### config.mk
export PLATFORM = sky130hd
export DESIGN_NAME = uart_tx_core
export DESIGN_NICKNAME = d
export VERILOG_FILES = /design/src/rtl/uart_tx_core.sv
export SDC_FILE = /design/constraint.sdc
export NUM_CORES = 1
export LEC_CHECK = 0
export ABC_AREA = 1
export CAP_MARGIN = 15
export CORE_ASPECT_RATIO = 1.75
export CORE_MARGIN = 2
export CORE_UTILIZATION = 45
export CTS_CLUSTER_SIZE = 30
export DETAILED_ROUTE_END_ITERATION = 6
export DONT_BUFFER_PORTS = 1
export MAX_ROUTING_LAYER = met4
export PLACE_DENSITY = 0.71
export SLEW_MARGIN = 20
export SYNTH_ARGS = -nofsm -noshare
export SYNTH_HDL_FRONTEND = slang
export SYNTH_SLANG_ARGS = --single-unit
### constraint.sdc
create_clock -name CLK -period 1.8 [get_ports CLK]
set_input_delay 0.36 -clock CLK [delete_from_list [all_inputs] [get_ports CLK]]
set_output_delay 0.36 -clock CLK [all_outputs]
set_load 0.01 [all_outputs]
### src/rtl/uart_tx_core.sv
// uart_tx_core: serial transmit half of the UART.
// Sends start bit, DATA_WIDTH data bits (LSB first), optional parity and one
// stop bit. Each bit lasts Prescale clock cycles (0 behaves as 1). A new word
// accepted on the last stop cycle follows with no idle gap.
module uart_tx_core #(
    parameter int DATA_WIDTH     = 8,
    parameter int PRESCALE_WIDTH = 6
) (
    input  logic                      CLK,
    input  logic                      RST,
    input  logic [DATA_WIDTH-1:0]     P_DATA,
    input  logic                      Data_Valid,
    input  logic                      PAR_EN,
    input  logic                      PAR_TYP,
    input  logic [PRESCALE_WIDTH-1:0] Prescale,
    output logic                      TX_OUT,
    output logic                      Busy
);

    localparam int IDX_W = (DATA_WIDTH > 1) ? $clog2(DATA_WIDTH) : 1;
    localparam logic [IDX_W-1:0] IDX_LAST = IDX_W'(DATA_WIDTH - 1);

    typedef enum logic [2:0] {
        IDLE,
        START,
        DATA,
        PARITY,
        STOP
    } state_t;

    state_t                    state, state_nx;
    logic [PRESCALE_WIDTH-1:0] cnt, cnt_nx;
    logic [IDX_W-1:0]          idx, idx_nx;
    logic [DATA_WIDTH-1:0]     data_q;
    logic                      par_en_q;
    logic                      par_typ_q;
    logic [PRESCALE_WIDTH-1:0] presc_q;
    logic [PRESCALE_WIDTH-1:0] cnt_last;
    logic                      bit_end;
    logic                      load;
    logic                      tx_nx;
    logic                      busy_nx;

    // Parity over the latched word: even = XOR of data, odd = its inverse.
    function automatic logic calc_parity(input logic [DATA_WIDTH-1:0] d,
                                         input logic odd);
        calc_parity = (^d) ^ odd;
    endfunction

    // Last count of a bit period; a latched prescale of 0 acts as 1.
    assign cnt_last = (presc_q == '0) ? '0 : presc_q - PRESCALE_WIDTH'(1);
    assign bit_end  = (cnt == cnt_last);

    // Next-state, counter/index and next line level; outputs are registered
    // from the next state so an accept drives the start bit from that edge.
    always_comb begin
        state_nx = state;
        cnt_nx   = cnt;
        idx_nx   = idx;
        load     = 1'b0;
        tx_nx    = 1'b1;
        busy_nx  = 1'b0;

        if (state == IDLE) begin
            if (Data_Valid) begin
                load     = 1'b1;
                state_nx = START;
                cnt_nx   = '0;
                idx_nx   = '0;
            end
        end else if (!bit_end) begin
            cnt_nx = cnt + PRESCALE_WIDTH'(1);
        end else begin
            cnt_nx = '0;
            case (state)
                START: begin
                    state_nx = DATA;
                    idx_nx   = '0;
                end
                DATA: begin
                    if (idx == IDX_LAST) begin
                        state_nx = par_en_q ? PARITY : STOP;
                        idx_nx   = '0;
                    end else begin
                        idx_nx = idx + IDX_W'(1);
                    end
                end
                PARITY: state_nx = STOP;
                STOP: begin
                    if (Data_Valid) begin
                        load     = 1'b1;
                        state_nx = START;
                        idx_nx   = '0;
                    end else begin
                        state_nx = IDLE;
                    end
                end
                default: state_nx = IDLE;
            endcase
        end

        case (state_nx)
            START:   tx_nx = 1'b0;
            DATA:    tx_nx = data_q[idx_nx];
            PARITY:  tx_nx = calc_parity(data_q, par_typ_q);
            default: tx_nx = 1'b1;
        endcase
        busy_nx = (state_nx != IDLE);
    end

    // State, bit-period counter, bit index and registered line outputs.
    always_ff @(posedge CLK) begin
        if (!RST) begin
            state  <= IDLE;
            cnt    <= '0;
            idx    <= '0;
            TX_OUT <= 1'b1;
            Busy   <= 1'b0;
        end else begin
            state  <= state_nx;
            cnt    <= cnt_nx;
            idx    <= idx_nx;
            TX_OUT <= tx_nx;
            Busy   <= busy_nx;
        end
    end

    // Holding registers capture the word and frame settings on accept only.
    always_ff @(posedge CLK) begin
        if (!RST) begin
            data_q    <= '0;
            par_en_q  <= 1'b0;
            par_typ_q <= 1'b0;
            presc_q   <= '0;
        end else if (load) begin
            data_q    <= P_DATA;
            par_en_q  <= PAR_EN;
            par_typ_q <= PAR_TYP;
            presc_q   <= Prescale;
        end
    end

endmodule

-- Yosys cells after proc, flatten, opt, wreduce, memory -nomap -nowiden
Cells that the tools add are included.
- output and inout port bits: 2
- flip-flop bits (word level): 30
- bits of input ports: 19
- word-level logic and storage cells: 51
- add/subtract/negate cells: 3
- mux-type cells: 23
- bitwise gates (word level): 1
- equality and inequality tests: 10
- $lt $le $gt $ge: 1
- reductions and logical operators: 4
- operator list (cell ; number):
    $mux 3 ; 9
    $mux 6 ; 4
    $eq 3x2->1 const B ; 4
    $pmux 3 s4 ; 1
    $pmux 3 s3 ; 1
    $reduce_xor 8->1 ; 1
    $add 6x1->6 const B ; 1
    $eq 3x1->1 const B ; 2
    $eq 3x3->1 const B ; 2
    $eq 6x6->1 ; 1
    $logic_not 6->1 ; 1
    $mux 1 ; 6
    $sub 6x1->6 const B ; 1
    $lt 3x4->1 const B ; 1
    $add 3x1->3 const B ; 1
    $bmux 1 s3 ; 1
    $logic_not 3->1 ; 1
    $pmux 1 s3 ; 1
    $reduce_bool 3->1 ; 1
    $ne 2x2->1 const B ; 1
    $xor 1x1->1 ; 1

-- Longest topological paths before layout
Gate-level depths: netlist (run 1).
- depth after elaboration: 8
- depth in mapped cells: 20
- mapped depth without buffers: 20

-- Worst setup path before layout (run 1)
OpenSTA, ideal clock, no wires.
- path kind: register to register
- start point: register presc_q[0]
- end point: register TX_OUT
- period minus slack after synthesis: 1.976 ns
- data arrival time: 1.863 ns
- cell stages (with the launch flop): 20
- setup time: 0.113 ns
- path buffers: 0
- slack: -0.176 ns
- data required time: 1.687 ns
- cells stage by stage: dfxtp_1 -> inv_1 -> ha_1 -> inv_2 -> nor2_1 -> nand2_1 -> nand2_1 -> nand2_1 -> nand3_1 -> nand2_2 -> nor2_8 -> nand2_8 -> nand2_4 -> nand3_4 -> nand2_4 -> nand2_1 -> nand3_1 -> nand3_1 -> nand3_1 -> nand2_1
- longest elaborated chain between the ends: 8
- elaborated cells on any way between the ends: 14
- those cells by class: add/sub: 1; eq/ne: 4; mux: 8; reduce/logical: 1
- ends and longest elaborated chain (what ; RTL line ; RTL):
    start: declaration ; 37 ; logic [PRESCALE_WIDTH-1:0] presc_q;
    start signal: assignment ; 139 ; presc_q <= Prescale;
    $sub 6x1->6 / $logic_not 6->1 (equally long branches) ; 51 ; assign cnt_last = (presc_q == '0) ? '0 : presc_q - PRESCALE_WIDTH'(1);
    $mux 6 (*) ; 51 ;
    $eq 6x6->1 (*) ; 52 ; assign bit_end = (cnt == cnt_last);
    $mux 3 ; 71 ; end else if (!bit_end) begin
    $mux 3 ; 64 ; if (state == IDLE) begin
    $bmux 1 s3 ; 104 ; DATA: tx_nx = data_q[idx_nx];
    $mux 1 (implied by the code) ; 104 ;
    $pmux 1 s3 (*) ; 102 ; case (state_nx)
    end signal: assignment ; 123 ; TX_OUT <= tx_nx;
    end: declaration ; 16 ; output logic TX_OUT,
Every way passes the cells marked *; elsewhere a longest branch is shown, timed or not. The select of a mux whose other input is x is not followed.
A chain may end at the register's enable or synchronous reset.

-- Worst setup path in the final report (run 1)
- start point: register presc_q[3]
- end point: register TX_OUT
The elaborated chain is that of the path after synthesis.

==> impl_metrics.py, run 1 <==
metrics = {
    "cells_and_area": {
        "antenna_cells": 0,
        "fin_area_um2": 2440,
        "nets": 333,
        "drive_gt1_share_pct": 31.7,
        "layout.cells.non_filler": 358,
        "fin_util_pct": 58.8,
        "area_growth_pct": 25.4,
    },
    "grt": {
        "first_global_vias": 1790,
        "grtUsageTotal_pct": 20.6,
        "grt_antenna_before_repair": 0,
        "grt_max_degree": 32,
        "gr-usage-met1_pct": 20.8,
        "grt_use_met2_pct": 33.5,
        "grt-ovfl-total": 0,
        "grt_pass1_wl_um": 7310,
        "grt_util_met3_pct": 3.95,
        "gr-max-usage-layer": "met2",
    },
    "timing": {
        "tightest_slew_ns": 0.526,
        "fin_crit_ns": 1.99,
        "slew_headroom_pct": 64.9,
        "finClkSkew_ns": 0.00502,
        "hold_viol": 0,
        "min_period_over_period_pct": 110,
        "setup-violations-final": 29,
        "tns_ns": -2.91,
        "fmax_mhz": 504,
        "rsz0062_at_grt": "true",
        "slew_viol_final": 0,
        "fin_ws_ns": -0.185,
    },
    "critical_path": {
        "reg2reg_setup_slack_ns": -0.19,
        "crit_family": "simple AND/OR/NAND/NOR gates",
        "start_kind": "flip-flop",
        "cp_slowest_cell": "dfxtp_1",
        "crit_buf_inv": 3,
        "rr_startpoint": "presc_q[3]",
        "path_class": "flip-flop to flip-flop",
        "max_stage_delay_ns": 0.34,
        "critPathArrivalTime_ns": 2.21,
        "critPathRequiredTime_ns": 2.03,
        "cp-end-kind": "flip-flop",
        "cp_max_fo": 7,
        "path_cells": "nor2_1 -> inv_1 -> nor2_1 -> nand2_2 -> nand2_1 -> nand2_1 -> nand2_2 -> nor2_8 -> nand2_8 -> clkinv_8 -> nand2_2 -> o21ai_2 -> o21ai_2 -> inv_1 -> nand3_1 -> nand3_2 -> nand2_1",
        "rr_endpoint": "TX_OUT",
        "r2r_cells": 17,
    },
    "pwr": {
        "p_sw_share_pct": 38.7,
        "clockPowerShare_pct": 21.4,
        "peakVddDrop_uv": 806,
        "p_total_mw": 2.44,
        "leakage_nw": 1.10,
        "p_int_mw": 1.50,
        "combinationalPowerShare_pct": 45.0,
        "powerDensity_nw_per_um2": 1000,
        "p_seq_share_pct": 33.6,
        "p_sw_mw": 0.946,
    },
    "routing": {
        "vias": 1850,
        "via_per_inst": 5.17,
        "wirelength_um": 4410,
        "ant_nets": 0,
        "wire_per_inst_um": 12.3,
        "drc": 0,
        "drt-initial-drc-count": 19,
        "first_pass_iters": 5,
    },
    "min_path": {
        "min_to": "state[0]",
        "min_path_cells": 2,
        "min_path_type": "input pin to flip-flop",
        "hp-start": "RST",
    },
    "cts": {
        "clkTransAtPathRegs_ns": 0.06,
        "htree_levels": 2,
        "clock-sinks": 30,
        "insertion_delay_ns": 0.28,
        "holdBufCountCts": 0,
        "numCtsBuffers": 5,
        "root_buffer": "clkbuf_8",
        "cts_buffer_depth": 2,
        "cts_tree": "yes",
    },
    "logic_synthesis": {
        "synthTopCellsByArea": "dfxtp_1, nand2_1, nand3_1",
        "synth_top_cell_by_area": "dfxtp_1",
        "synth_edf_count": 0,
        "synth_seq_area_share_pct": 30.8,
        "synth.avg_cell_area_um2": 6.93,
        "synthCells": 281,
        "synthTopCellsByCount": "nand2_1, inv_1, nand3_1",
        "post-synth-top-area-fraction_pct": 30.8,
        "synth.distinct_cells": 32,
        "yosysMostFrequentCell": "nand2_1",
        "netlist_area_um2": 1950,
        "yosysWarningCount": 0,
        "ys.flop_type": "dfxtp_1",
        "synth_seq_cells": 30,
        "synthesis.nets": 304,
        "synthArstFlopShare_pct": 0,
    },
    "die": {
        "core_region_area_um2": 4150,
        "die_width_um": 53.7,
        "row_count": 31,
        "dieArea_um2": 4890,
        "start_util_pct": 46.9,
        "ios": 21,
        "die_h_um": 91.0,
    },
    "place": {
        "hpwl_um": 3360,
        "dp.cells": 349,
        "io_buffers": 0,
        "gp_congestion": 1.00,
        "place_area_um2": 2200,
    },
    "status": {
        "status": "finished with violations",
        "violations": "setup timing",
    },
    "job": {
        "cap_violations": 0,
    },
}
-- per-layer routing --
metal | wire, um | vias to the layer above
met2 | 2400 | 47
li1 | - | 962
met3 | 173 | 22
met4 | 210 | 0
met1 | 1630 | 819
met5 | 0 | -
-- logic make-up (layout without fill, tap and decap cells) --
logic type	count (synthesis)	in the layout	synth area share, %
buffers and inverters	50	78	10.5
AO/OA/AOI/OAI	55	55	16.2
flip-flops	30	30	30.8
XOR/XNOR	10	10	4.50
adder cells (fa/ha/maj)	4	4	2.57
AND/OR/NAND/NOR	132	132	35.3
-- through the flow --
stage / worst slack [ns] / hold WS, ns
final: -0.185 / 0.181
after global routing: -0.365 / 0.206
after CTS: -0.128 / 0.177
after detailed placement: -0.147 / 0.466
after global placement: -0.0911 / 0.464
after floorplan: -0.0309 / 0.456
-- registers in the layout (all words and copies together) (netlist names) --
signal / count
state: 3
TX_OUT: 1
par_typ_q: 1
Busy: 1
data_q: 8
cnt: 6
presc_q: 6
idx: 3
par_en_q: 1
-- timing repair --
item                       4_1_cts  5_1_grt
setup buffers                    1        2
pin swaps                        1       12
setup endpoints to repair       24       29
resized for setup                7       28
-- power by group through the flow --
| stage | logic, mW | clock network (mW) | registers [mW] |
|---|---|---|---|
| 2_1_floorplan | 0.748 | 0 | 0.819 |
| 3_3_place_gp | 0.976 | 0 | 0.829 |
| 3_5_place_dp | 0.995 | 0 | 0.832 |
| 4_1_cts | 1.02 | 0.537 | 0.820 |
| 5_1_grt | 1.22 | 0.558 | 0.833 |
| 6_report | 1.10 | 0.524 | 0.821 |
-- cells in the final DEF (no fill, tap or decap), types with 2 or more instances in the layout --
master     n
a21oi_1   15
clkbuf_8   6
nand2_4    5
nor2_8     2
inv_2      6
xor2_1     6
nand4_1    2
nand3_1   24
nand3_2   10
xnor2_1    4
nor2_2     4
a21oi_2    4
dfxtp_2    2
nand3_4    2
buf_6      2
ha_1       3
inv_1     37
dfxtp_1   28
o211ai_1   2
o21ai_1   17
nand2_1   50
o21ai_0    5
o21ai_4    2
nor2_1    15
buf_4     25
o21ai_2    6
nand2_2   13
nor2_4     3
-- worst max-delay path by stage --
| stage | slack [ns] | from | cells after the start | end |
|---|---|---|---|---|
| after global routing | -0.36 | presc_q[1] | 20 | TX_OUT |
| after detailed placement | -0.15 | presc_q[4] | 16 | TX_OUT |
| after floorplan | -0.03 | presc_q[0] | 20 | TX_OUT |
| final | -0.19 | presc_q[3] | 17 | TX_OUT |
| after CTS | -0.13 | presc_q[1] | 19 | TX_OUT |
| after global placement | -0.09 | presc_q[1] | 19 | TX_OUT |
-- area by class of cell --
type | count | area [um^2]
sequential | 30 | 603
multi-input combinational | 201 | 1290
tap | 49 | 61.3
clock buffer | 6 | 82.6
fill | 368 | 1710
inverter | 44 | 178
timing repair buffer | 28 | 230
Note: power is estimated with default switching activity, not from simulation.
==> run 2, diff against run 1 <==
--- a/config.mk
+++ b/config.mk
@@ -5,10 +5,8 @@
 export SDC_FILE = /design/constraint.sdc
 export NUM_CORES = 1
 export LEC_CHECK = 0
-export ABC_AREA = 1
 export CAP_MARGIN = 15
 export CORE_ASPECT_RATIO = 1.75
-export CORE_MARGIN = 2
 export CORE_UTILIZATION = 45
 export CTS_CLUSTER_SIZE = 30
 export DETAILED_ROUTE_END_ITERATION = 6
==> impl_metrics.py, run 2 <==
metrics = {
    "cts": {
        "clock-sinks": 30,
        "root_buffer": "clkbuf_8",
        "htree_levels": 2,
        "cts_buffer_depth": 2,
        "numCtsBuffers": 5,
        "insertion_delay_ns": 0.29,
        "cts_tree": "yes",
        "clkTransAtPathRegs_ns": 0.07,
    },
    "critical_path": {
        "cp_slowest_cell": "or4_4",
        "start_kind": "flip-flop",
        "critPathRequiredTime_ns": 1.99,
        "critPathArrivalTime_ns": 3.25,
        "cp.depth": 9,
        "crit_path_end": "TX_OUT",
        "crit_start": "presc_q[3]",
        "path_class": "flip-flop to flip-flop",
        "path_cells": "or4_4 -> o21a_1 -> or3_4 -> a2111oi_4 -> o211ai_4 -> a32oi_4 -> mux2i_1 -> a32oi_1 -> a31o_1",
        "rr_endpoint": "TX_OUT",
        "crit_family": "compound AO/OA/AOI/OAI gates",
        "max_stage_delay_ns": 0.53,
        "crit_buf_inv": 0,
        "cp_max_fo": 4,
        "cp-end-kind": "flip-flop",
        "r2r_cells": 9,
        "rr_startpoint": "presc_q[3]",
        "reg2reg_setup_slack_ns": -1.27,
    },
    "status": {
        "status": "finished with violations",
        "violations": "setup timing",
    },
    "cells_and_area": {
        "mostFrequentLayoutCells": "nand2_1, buf_4, dfxtp_1",
        "layout.cells.non_filler": 307,
        "largest_reg_flops": 8,
        "drive_gt1_share_pct": 30.1,
        "fillers": 343,
        "fin_area_um2": 2430,
        "antenna_cells": 0,
        "largestRegisters": "data_q: 8 flops, cnt: 6 flops, presc_q: 6 flops",
        "area_growth_pct": 31.7,
        "final_common_cell": "nand2_1",
        "nets": 281,
        "largest_register": "data_q",
    },
    "die": {
        "start_util_pct": 47.3,
        "core_region_area_um2": 3900,
        "row_count": 30,
        "die_h_um": 86.7,
        "ios": 21,
        "dieArea_um2": 4370,
        "die_width_um": 50.4,
    },
    "routing": {
        "vias": 1732,
        "via_per_inst": 5.64,
        "first_pass_iters": 4,
        "ant_nets": 0,
        "drc": 0,
        "wire_per_inst_um": 16.5,
        "wirelength_um": 5080,
        "drt-initial-drc-count": 50,
    },
    "logic_synthesis": {
        "synthCells": 218,
        "yosysWarningCount": 0,
        "synth_seq_cells": 30,
        "ys.flop_type": "dfxtp_1",
        "synthesis.nets": 241,
        "synthTopCellsByCount": "nand2_1, dfxtp_1, a21boi_0",
        "netlist_area_um2": 1850,
        "synthTopCellsByArea": "dfxtp_1, nand2_1, a21boi_0",
        "post-synth-top-area-fraction_pct": 32.5,
        "synthArstFlopShare_pct": 0,
        "synth_edf_count": 0,
        "synth.avg_cell_area_um2": 8.47,
        "yosysMostFrequentCell": "nand2_1",
        "synth_top_cell_by_area": "dfxtp_1",
        "synth.distinct_cells": 51,
        "synth_seq_area_share_pct": 32.5,
    },
    "job": {
        "cap_violations": 0,
    },
    "place": {
        "gp_congestion": 0.963,
        "place_area_um2": 2130,
        "io_buffers": 0,
        "hpwl_um": 3370,
        "place_ws_ns": -1.22,
        "dp.cells": 290,
    },
    "timing": {
        "min_period_over_period_pct": 170,
        "rsz0062_at_grt": "true",
        "setup-violations-final": 30,
        "fin_crit_ns": 3.07,
        "fin_ws_ns": -1.27,
        "finClkSkew_ns": 0.00730,
        "tns_ns": -29.17,
        "slew_headroom_pct": 75.2,
        "fmax_mhz": 326,
        "slew_viol_final": 0,
        "hold_viol": 0,
        "tightest_slew_ns": 0.372,
    },
    "grt": {
        "grt_util_met3_pct": 5.79,
        "grt_max_degree": 30,
        "grt_antenna_before_repair": 0,
        "gr-max-usage-layer": "met2",
        "gr-usage-met1_pct": 22.9,
        "grtUsageTotal_pct": 26.4,
        "grt_use_met2_pct": 49.7,
        "grt_pass1_wl_um": 8200,
        "first_global_vias": 1799,
        "grt-ovfl-total": 0,
    },
    "pwr": {
        "peakVddDrop_uv": 901,
        "leakage_nw": 1.03,
        "powerDensity_nw_per_um2": 884,
    },
    "min_path": {
        "min_path_type": "input pin to flip-flop",
        "min_path_cells": 1,
    },
}
[run 2: routing by layer]
metal  routed length, um  up-vias
met5                   0        -
met4                 192        0
met3                 146       16
met2                2970       38
met1                1770      825
li1                    -      853
[run 2: logic make-up (layout without fill, tap and decap cells)]
| logic type | after synthesis | in the layout | share of synthesized area (%) |
|---|---|---|---|
| AO/OA/AOI/OAI | 55 | 55 | 24.9 |
| XOR/XNOR | 13 | 13 | 6.17 |
| adder cells (fa/ha/maj) | 4 | 4 | 2.71 |
| buffers and inverters | 19 | 60 | 4.75 |
| flip-flops | 30 | 30 | 32.5 |
| multiplexers | 8 | 8 | 4.34 |
| AND/OR/NAND/NOR | 89 | 89 | 24.5 |
[run 2: per-stage QoR]
step | util (%) | hold slack (ns) | power (mW)
floorplan | - | 0.452 | 1.21
global placement | 54.5 | 0.470 | 1.34
detailed placement | 54.5 | 0.478 | 1.35
CTS | 61.0 | 0.194 | 2.11
global route | 62.3 | 0.195 | 2.25
finish | 62.3 | 0.201 | 2.15
[run 2: layout make-up]
cell class,count,area [um^2],area share [%]
multi-input combinational,169,1240,51.0
inverter,8,32.5,1.34
sequential,30,604,24.9
tap,48,60.1,2.47
clock buffer,8,110,4.53
timing repair buffer,44,385,15.9
[run 2: worst min path at each step]
stage	start	slack, ns	endpoint
6_report	RST	0.20	idx[1]
3_3_place_gp	presc_q[0]	0.47	presc_q[0]
5_1_grt	RST	0.20	idx[2]
2_1_floorplan	par_en_q	0.45	par_en_q
3_5_place_dp	par_en_q	0.48	par_en_q
4_1_cts	Prescale[3]	0.19	presc_q[3]
[run 2: what timing repair did]
action	CTS	global route
endpoints found under the setup margin	30	30
gates cloned	1	0
hold buffers	0	0
buffers inserted	6	2
gates resized for setup	37	11
pin swaps	11	11
[run 2: power breakdown]
group / switching (mW) / internal [mW] / leakage, nW
combinational: 0.355 / 0.376 / 0.723
clock: 0.264 / 0.386 / 0.0575
sequential: 0.0501 / 0.718 / 0.246
[run 2: worst reg2reg max path: stages (launching register included)]
cell and delay (ns):
dfxtp_2 0.32, or4_4 0.53, o21a_1 0.22, or3_4 0.34
a2111oi_4 0.45, o211ai_4 0.19, a32oi_4 0.27, mux2i_1 0.30
a32oi_1 0.13, a31o_1 0.21
==> run 3, diff against run 2 <==
--- a/config.mk
+++ b/config.mk
@@ -13,6 +13,7 @@
 export DONT_BUFFER_PORTS = 1
 export MAX_ROUTING_LAYER = met4
 export PLACE_DENSITY = 0.71
+export SETUP_SLACK_MARGIN = 0.5
 export SLEW_MARGIN = 20
 export SYNTH_ARGS = -nofsm -noshare
 export SYNTH_HDL_FRONTEND = slang
==> impl_metrics.py, run 3 (synthesis gave the netlist of run 2 again) <==
metrics = {
    "cts": {
        "cts_tree": "yes",
        "holdBufCountCts": 0,
        "insertion_delay_ns": 0.29,
        "htree_levels": 2,
        "clock-sinks": 30,
        "clkTransAtPathRegs_ns": 0.07,
        "root_buffer": "clkbuf_8",
        "numCtsBuffers": 5,
        "cts_buffer_depth": 2,
    },
    "routing": {
        "drt-initial-drc-count": 45,
        "wirelength_um": 5080,
        "drc": 0,
        "vias": 1741,
        "ant_nets": 0,
        "first_pass_iters": 4,
        "via_per_inst": 5.67,
        "wire_per_inst_um": 16.6,
    },
    "cells_and_area": {
        "fin_area_um2": 2430,
        "fin_util_pct": 62.3,
        "largestRegisters": "data_q: 8 flops, cnt: 6 flops, presc_q: 6 flops",
        "area_growth_pct": 31.7,
        "largest_register": "data_q",
        "final_common_cell": "nand2_1",
        "mostFrequentLayoutCells": "nand2_1, buf_4, dfxtp_1",
        "antenna_cells": 0,
        "drive_gt1_share_pct": 30.1,
        "largest_reg_flops": 8,
        "nets": 281,
        "layout.cells.non_filler": 307,
    },
    "status": {
        "status": "finished with violations",
        "violations": "setup timing",
    },
    "grt": {
        "grtUsageTotal_pct": 26.4,
        "grt_max_degree": 30,
        "first_global_vias": 1799,
        "grt_pass1_wl_um": 8200,
        "gr-usage-met1_pct": 22.9,
        "grt-ovfl-total": 0,
        "gr-max-usage-layer": "met2",
        "grt_use_met2_pct": 49.7,
        "grt_util_met3_pct": 5.79,
        "grt_antenna_before_repair": 0,
    },
    "die": {
        "die_h_um": 86.7,
        "ios": 21,
        "start_util_pct": 47.3,
        "core_region_area_um2": 3900,
        "row_count": 30,
        "die_width_um": 50.4,
        "dieArea_um2": 4370,
    },
    "critical_path": {
        "path_class": "flip-flop to flip-flop",
        "r2r_cells": 9,
        "cp-end-kind": "flip-flop",
        "path_cells": "or4_4 -> o21a_1 -> or3_4 -> a2111oi_4 -> o211ai_4 -> a32oi_4 -> mux2i_1 -> a32oi_1 -> a31o_1",
        "critPathRequiredTime_ns": 1.98,
        "max_stage_delay_ns": 0.53,
        "start_kind": "flip-flop",
        "critPathArrivalTime_ns": 3.23,
        "cp_max_fo": 4,
        "cp_slowest_cell": "or4_4",
    },
    "place": {
        "place_ws_ns": -1.22,
        "io_buffers": 0,
        "hpwl_um": 3370,
        "gp_congestion": 0.963,
        "dp.cells": 290,
        "place_area_um2": 2130,
    },
    "timing": {
        "hold_viol": 0,
        "tns_ns": -29.20,
        "whs_ns": 0.201,
        "min_period_over_period_pct": 169,
        "tightest_slew_ns": 0.373,
        "slew_headroom_pct": 75.1,
        "fin_crit_ns": 3.05,
        "slew_viol_final": 0,
        "fin_ws_ns": -1.25,
        "rsz0062_at_grt": "true",
        "fmax_mhz": 328,
        "setup-violations-final": 30,
        "finClkSkew_ns": 0.00694,
    },
    "min_path": {
        "min_path_type": "input pin to flip-flop",
        "min_path_cells": 1,
    },
    "pwr": {
        "powerDensity_nw_per_um2": 884,
        "p_total_mw": 2.15,
        "leakage_nw": 1.03,
        "peakVddDrop_uv": 901,
    },
    "job": {
        "cap_violations": 0,
    },
}
-- run 3: cell counts in the layout (fill, tap and decap cells not counted) --
Identical to the previous run, type by type.
-- run 3: path summary, 6_finish.rpt --
check / slack, ns / startpoint / end
setup / recovery: -1.25 / presc_q[3] / TX_OUT
setup reg to reg: -1.25 / presc_q[3] / TX_OUT
hold reg to reg: 0.47 / par_en_q / par_en_q
hold / removal: 0.20 / RST / idx[1]
-- run 3: worst max-delay path: cells and delay by family (launching register included) --
family,cells,cell delay (ns)
flops,1,0.32
simple gates,2,0.87
compound gates,6,1.48
mux,1,0.28
-- run 3: metal layers --
layer,share of wire (%),routed length [um]
met5,0,0
met4,4.1,209
met3,3.4,172
met2,58,2960
met1,34,1740
-- run 3: timing repair --
| action | CTS | global route |
|---|---|---|
| endpoints found under the setup margin | 30 | 30 |
| pin swaps | 11 | 11 |
| cloned | 1 | 0 |
| buffers inserted | 6 | 2 |
| endpoints found under the hold margin | 0 | 0 |
| gates resized for setup | 37 | 11 |
-- run 3: report_power, final --
group	internal, mW	switching [mW]	total (mW)
Combinational	0.376	0.355	0.732
Clock	0.386	0.264	0.650
Sequential	0.718	0.0501	0.768
Total	1.48	0.670	2.15
-- run 3: cell type report --
type	instances	area, um^2
Clock buffer	8	110
Fill cell	343	1470
Inverter	8	32.5
Multi-Input combinational cell	169	1240
Sequential cell	30	604
Tap cell	48	60.1
Timing Repair Buffer	44	385
